===== src/rtl/nem_ohmux_pkg.sv =====
// rtl/nem_ohmux_pkg.sv - shared types and helpers for the NEM one-hot relay mux
package nem_ohmux_pkg;

    // Sequencer states: relays open, forced break gap, make/settle wait, settled
    typedef enum logic [1:0] {
        ST_OFF   = 2'd0,
        ST_BREAK = 2'd1,
        ST_MAKE  = 2'd2,
        ST_ON    = 2'd3
    } state_e;

    // Widest select bus the decode helper supports; callers cast down to N_IN
    localparam int unsigned OH_MAX = 32;

    // Binary index to one-hot select vector
    function automatic logic [OH_MAX-1:0] onehot(input logic [4:0] idx);
        logic [OH_MAX-1:0] v;
        v      = '0;
        v[idx] = 1'b1;
        return v;
    endfunction

    // Value of each ZN bit when no relay is closed: AOI idles high, AND-OR idles low
    function automatic logic idle_zn_bit(input int invert);
        return (invert != 0);
    endfunction

endpackage


===== src/rtl/nem_ohmux_core.sv =====
// rtl/nem_ohmux_core.sv - combinational N_IN x WIDTH AND-OR(-INVERT) relay mux datapath
module nem_ohmux_core #(
    parameter int N_IN   = 4,
    parameter int WIDTH  = 8,
    parameter int INVERT = 1
) (
    input  logic [N_IN-1:0]       s_i,
    input  logic [N_IN*WIDTH-1:0] d_i,
    output logic [WIDTH-1:0]      zn_o
);

    logic [WIDTH-1:0] raw;

    // OR together every input whose select relay is closed
    always_comb begin
        raw = '0;
        for (int k = 0; k < N_IN; k++) begin
            if (s_i[k]) begin
                raw = raw | d_i[k*WIDTH +: WIDTH];
            end
        end
    end

    assign zn_o = (INVERT != 0) ? ~raw : raw;

endmodule


===== src/rtl/nem_ohmux_bbm.sv =====
// rtl/nem_ohmux_bbm.sv - one-hot NEM relay mux with break-before-make select sequencer
module nem_ohmux_bbm
    import nem_ohmux_pkg::*;
#(
    parameter int N_IN    = 4,
    parameter int WIDTH   = 8,
    parameter int T_BREAK = 2,
    parameter int T_MAKE  = 3,
    parameter int INVERT  = 1
) (
    input  logic                    CP,
    input  logic                    CDN,
    input  logic [N_IN*WIDTH-1:0]   I,
    input  logic                    SEL_VLD,
    output logic                    SEL_RDY,
    input  logic [$clog2(N_IN)-1:0] SEL_IDX,
    input  logic                    SEL_OFF,
    output logic [N_IN-1:0]         S,
    output logic [WIDTH-1:0]        ZN,
    output logic                    ZN_VLD,
    output logic                    ERR,
    input  logic                    ERR_CLR
);

    localparam int IW   = $clog2(N_IN);
    localparam int TMAX = (T_BREAK > T_MAKE) ? T_BREAK : T_MAKE;
    localparam int CW   = $clog2(TMAX + 1);

    // Counters load "cycles minus one" so the transition lands exactly T cycles after entry
    localparam logic [CW-1:0]    LD_BREAK = CW'(T_BREAK - 1);
    localparam logic [CW-1:0]    LD_MAKE  = CW'(T_MAKE - 1);
    localparam logic [CW-1:0]    CNT_ONE  = CW'(1);
    localparam logic [IW:0]      N_LIM    = (IW + 1)'(N_IN);
    localparam logic [WIDTH-1:0] ZN_IDLE  = {WIDTH{idle_zn_bit(INVERT)}};

    state_e          st_q;
    logic [N_IN-1:0] s_q;
    logic [CW-1:0]   cnt_q;
    logic [IW-1:0]   cur_q;
    logic [IW-1:0]   tgt_q;
    logic            off_q;
    logic            rdy_q;
    logic            vld_q;
    logic            err_q;
    logic            err_d;
    logic [WIDTH-1:0] zn_q;
    logic [WIDTH-1:0] zn_d;

    logic            accept;
    logic            idx_ok;
    logic [N_IN-1:0] req_oh;
    logic [N_IN-1:0] tgt_oh;

    assign accept = SEL_VLD & rdy_q;
    assign idx_ok = ({1'b0, SEL_IDX} < N_LIM);
    assign req_oh = N_IN'(onehot(5'(SEL_IDX)));
    assign tgt_oh = N_IN'(onehot(5'(tgt_q)));

    // Select sequencer: never closes a new relay until every relay has been open T_BREAK cycles
    always_ff @(posedge CP or negedge CDN) begin
        if (!CDN) begin
            st_q  <= ST_OFF;
            s_q   <= '0;
            cnt_q <= '0;
            cur_q <= '0;
            tgt_q <= '0;
            off_q <= 1'b0;
            rdy_q <= 1'b1;
            vld_q <= 1'b0;
        end else begin
            case (st_q)
                ST_OFF: begin
                    // Nothing is closed, so a make can start immediately
                    if (accept && !SEL_OFF && idx_ok) begin
                        st_q  <= ST_MAKE;
                        s_q   <= req_oh;
                        cur_q <= SEL_IDX;
                        cnt_q <= LD_MAKE;
                        rdy_q <= 1'b0;
                        vld_q <= 1'b0;
                    end
                end
                ST_ON: begin
                    if (accept && SEL_OFF) begin
                        st_q  <= ST_BREAK;
                        s_q   <= '0;
                        off_q <= 1'b1;
                        cnt_q <= LD_BREAK;
                        rdy_q <= 1'b0;
                        vld_q <= 1'b0;
                    end else if (accept && idx_ok && (SEL_IDX != cur_q)) begin
                        st_q  <= ST_BREAK;
                        s_q   <= '0;
                        off_q <= 1'b0;
                        tgt_q <= SEL_IDX;
                        cnt_q <= LD_BREAK;
                        rdy_q <= 1'b0;
                        vld_q <= 1'b0;
                    end
                end
                ST_BREAK: begin
                    if (cnt_q == '0) begin
                        if (off_q) begin
                            st_q  <= ST_OFF;
                            rdy_q <= 1'b1;
                        end else begin
                            st_q  <= ST_MAKE;
                            s_q   <= tgt_oh;
                            cur_q <= tgt_q;
                            cnt_q <= LD_MAKE;
                        end
                    end else begin
                        cnt_q <= cnt_q - CNT_ONE;
                    end
                end
                ST_MAKE: begin
                    if (cnt_q == '0) begin
                        st_q  <= ST_ON;
                        rdy_q <= 1'b1;
                        vld_q <= 1'b1;
                    end else begin
                        cnt_q <= cnt_q - CNT_ONE;
                    end
                end
                default: begin
                    st_q  <= ST_OFF;
                    s_q   <= '0;
                    rdy_q <= 1'b1;
                    vld_q <= 1'b0;
                end
            endcase
        end
    end

    // Sticky range error; a new bad index wins over a same-cycle clear
    always_comb begin
        err_d = err_q;
        if (accept && !SEL_OFF && !idx_ok) begin
            err_d = 1'b1;
        end else if (ERR_CLR) begin
            err_d = 1'b0;
        end
    end

    // Error flag register
    always_ff @(posedge CP or negedge CDN) begin
        if (!CDN) begin
            err_q <= 1'b0;
        end else begin
            err_q <= err_d;
        end
    end

    nem_ohmux_core #(
        .N_IN   (N_IN),
        .WIDTH  (WIDTH),
        .INVERT (INVERT)
    ) u_core (
        .s_i  (s_q),
        .d_i  (I),
        .zn_o (zn_d)
    );

    // Register the mux output from the currently driven relay selects
    always_ff @(posedge CP or negedge CDN) begin
        if (!CDN) begin
            zn_q <= ZN_IDLE;
        end else begin
            zn_q <= zn_d;
        end
    end

    a_sel_onehot0: assert property (@(posedge CP) disable iff (!CDN) $onehot0(s_q))
        else $error("relay selects overlap: %b", s_q);

    assign S       = s_q;
    assign ZN      = zn_q;
    assign ZN_VLD  = vld_q;
    assign SEL_RDY = rdy_q;
    assign ERR     = err_q;

endmodule


===== config.mk =====
export PLATFORM = sky130hd
export DESIGN_NAME = nem_ohmux_bbm
export DESIGN_NICKNAME = d
export VERILOG_FILES = /design/src/rtl/nem_ohmux_pkg.sv /design/src/rtl/nem_ohmux_core.sv /design/src/rtl/nem_ohmux_bbm.sv
export SDC_FILE = /design/constraint.sdc
export NUM_CORES = 1
export LEC_CHECK = 0
export ABC_AREA = 1
export BUFFER_PORTS_ARGS = -buffer_cell sky130_fd_sc_hd__buf_2
export CELL_PAD_IN_SITES_DETAIL_PLACEMENT = 0
export CELL_PAD_IN_SITES_GLOBAL_PLACEMENT = 1
export CORE_MARGIN = 1
export CORE_UTILIZATION = 34
export DETAILED_ROUTE_END_ITERATION = 12
export PLACE_DENSITY_LB_ADDON = 0.1
export SYNTH_ARGS = -nofsm -noshare
export SYNTH_HDL_FRONTEND = slang
export SYNTH_SLANG_ARGS = --single-unit

===== constraint.sdc =====
create_clock -name CP -period 1.7 [get_ports CP]
set_clock_uncertainty 0.15 [all_clocks]
set_input_delay 0.34 -clock CP [delete_from_list [all_inputs] [get_ports CP]]
set_output_delay 0.34 -clock CP [all_outputs]
set_load 0.02 [all_outputs]

==> impl_metrics.toml <==
[yosys]
synth_common_cells = "nand2_1 (65), inv_1 (18), dfrtp_1 (14)"
synthTopCellsByArea = "dfrtp_1 (25%), nand2_1 (17%), dfstp_2 (17%), ha_1 (6.2%), a221oi_1 (4.9%)"
yosysSeqAreaShare_pct = 41.4
postSynthCellCount = 185
synth-main-ff-cell = "dfrtp_1"
yosysWarnings = 0
postSynthNetCount = 231
synth.most_common_cell = "nand2_1"
ys_ff_latch = 23
async_reset_ff_share_pct = 100
syn-cell-area_um2 = 1420
synth.avg_cell_area_um2 = 7.67
synth_top_area_share_pct = 24.7
synth.largest_area_cell = "dfrtp_1"
synth_cell_types = 30
synth_edf_count = 0

[global_route]
met2_usage_pct = 28.7
overflow = 0
use_met1_pct = 22.5
grt_start_max_net_pins = 24
met3_usage_pct = 2.05
grtUsageTotal_pct = 17.0
grt_pass1_wl_mm = 5.66
grt_busiest_layer = "met2"
grt_pass1_vias = 1275
antenna_found_initial = 0

[routing]
drt_drc_violations_left = 0
vias = 1410
finalWirelength_mm = 3.70
drt_iter0_drc = 81
final_antenna_net_count = 0
post_drt_wl_per_cell_um = 12.5
routed_via_density = 4.78
drt-pass1-iter-count = 6

[setup_path]
worstSetupStartpointType = "flop"
critPathMaxFanout = 5
critPathArrivalTime_ns = 1.69
end_kind = "flop"
critPathKind = "flop to flop"
worstPathRequired_ns = 1.75

[power]
p_leak_nw = 0.938
internal_power_mw = 0.748
netSwitchingFraction_pct = 22.8
p_per_area_nw_per_um2 = 521
seqPwrFrac_pct = 56.5
power_mw = 0.969
switchingPower_mw = 0.221
clkPwrFrac_pct = 35.9
peakVddDrop_mv = 0.243
combPwrFrac_pct = 7.6

[timing]
timing.final.crit_share_pct = 96.1
post-route-min-period_ns = 1.63
fmax_mhz = 612
rsz0062_at_grt = "false"
whs_ns = 0.0616
fin_setup_tns_ns = 0
finalHoldViolations = 0
slew_violations = 0
finalSetupViolCount = 0
setup_slack_ns = 0.0665
worstMarginPinSlew_ns = 0.536
slew_headroom_pct = 64.3

[floorplanning]
die_area_um2 = 4440
io_pins = 54
start_util_pct = 35.5
rows = 23
die_h_um = 66.6
core_um2 = 4000
die_x_um = 66.6

[clock_network]
clock_latency_ns = 0.26
cts_max_path_buffers = 2
cts_root_buf = "clkbuf_8"
path_clk_slew_ns = 0.09
cts_buffers = 3
cts_max_level = 1
cts_tree = "yes"
numClockSinks = 23

[hold_path]
holdCritPathClass = "input port to flop"

[placement]
dp_hpwl_mm = 2.80
dp_slack_ns = 0.0610
portBuffers = 51
place_congestion = 0.855

[final_layout]
syn2layout_area_growth_pct = 31.1
antenna_cells = 0
drive_above_1_share_pct = 40.4
fin_nets = 292
n_fill_cell = 425

[job]
cap_violations = 0

[run_status]
status = "finished clean"
==> metal layers <==
layer | wire [µm] | part of all wire, %
met1 | 1640 | 44
met2 | 1880 | 51
met3 | 160 | 4.3
met4 | 19 | 0.51
met5 | 0 | 0
==> power groups by stage <==
| stage | combinational, mW | clock, mW | sequential (mW) |
|---|---|---|---|
| after floorplan | 0.0149 | 0 | 0.558 |
| after global placement | 0.0714 | 0 | 0.558 |
| after detailed placement | 0.0724 | 0 | 0.558 |
| after CTS | 0.0745 | 0.363 | 0.548 |
| after global routing | 0.0826 | 0.385 | 0.548 |
| final | 0.0736 | 0.348 | 0.548 |
==> layout make-up <==
class                      instances  area, µm²  share of cell area [%]
timing repair buffer              62        340                    18.3
clock inverter                     1       5.00                   0.269
tap                               50       62.6                    3.36
clock buffer                       3       41.3                    2.22
multi-input combinational        134        741                    39.8
sequential                        23        588                    31.6
inverter                          22       82.6                    4.44
==> cell families (layout without fill, tap and decap cells) <==
kind of cell    count (synthesis)  in the layout  synth area share [%]
buf+inv                        29             88                  8.55
flops                          23             23                  41.4
compound gates                 30             30                  14.2
fa+ha+maj                       7              7                  6.17
simple gates                   95             96                  29.5
other cells                     1              1                 0.264
==> final timing paths <==
| check | startpoint | to | slack [ns] | cells after the start |
|---|---|---|---|---|
| worst max-delay path | st_q[0]$_DFFE_PN0P_ | S[0]$_DFFE_PN0P_ | 0.07 | 7 |
| worst min-delay path | I[8] | ZN[0]$_DFF_PN1_ | 0.06 | 2 |
| worst max register to register | st_q[0]$_DFFE_PN0P_ | S[0]$_DFFE_PN0P_ | 0.07 | 7 |
| worst min register to register | ZN_VLD$_DFFE_PN0P_ | ZN_VLD$_DFFE_PN0P_ | 0.32 | 2 |
| max in group asynchronous | CDN | st_q[0]$_DFFE_PN0P_ | 0.59 | 2 |
| min in group asynchronous | CDN | cur_q[1]$_DFFE_PN0P_ | 0.43 | 2 |
==> metrics by stage <==
stage                     std cells  util (%)  cell area [µm²]
after floorplan                 185         -             1420
after CTS                       293      45.5             1820
final                           295      46.5             1860
after detailed placement        288      44.1             1770
after global placement          288      44.1             1770
after global routing            295      46.5             1860
==> sequential cells by signal, summed over array words and instances (netlist names) <==
name / count
ZN_VLD: 1
S: 4
tgt_q: 2
off_q: 1
ZN: 8
st_q: 2
SEL_RDY: 1
cur_q: 2
cnt_q: 2
==> repair_timing <==
item / in CTS / in global routing
hold endpoints to repair: 14 / 0
gates resized for setup: 0 / 14
setup endpoints to repair: 0 / 12
hold buffers: 1 / 0
setup buffers: 0 / 1
==> critical path, cell delays in order (launching register included) <==
cell	delay, ns
dfrtp_2	0.46
buf_4	0.15
ha_2	0.22
nor2_1	0.17
nand3_1	0.11
o31ai_1	0.11
nand3_1	0.12
nand2_1	0.07
==> cells in the final DEF (no fill, tap or decap), types with 2 or more instances in the layout <==
master     n
nand3_2    2
inv_2      9
nand3_1    6
nor2_1    10
nand2_1   64
nand2_2    6
a221oi_1   8
o21ai_0    5
buf_4     10
inv_1     13
dfrtp_1   13
clkbuf_8   3
nand4_1    5
a21oi_1    3
buf_2     51
ha_2       2
ha_1       4
dfstp_2    9
o21ai_1    7
(Power assumes the default switching activity.)
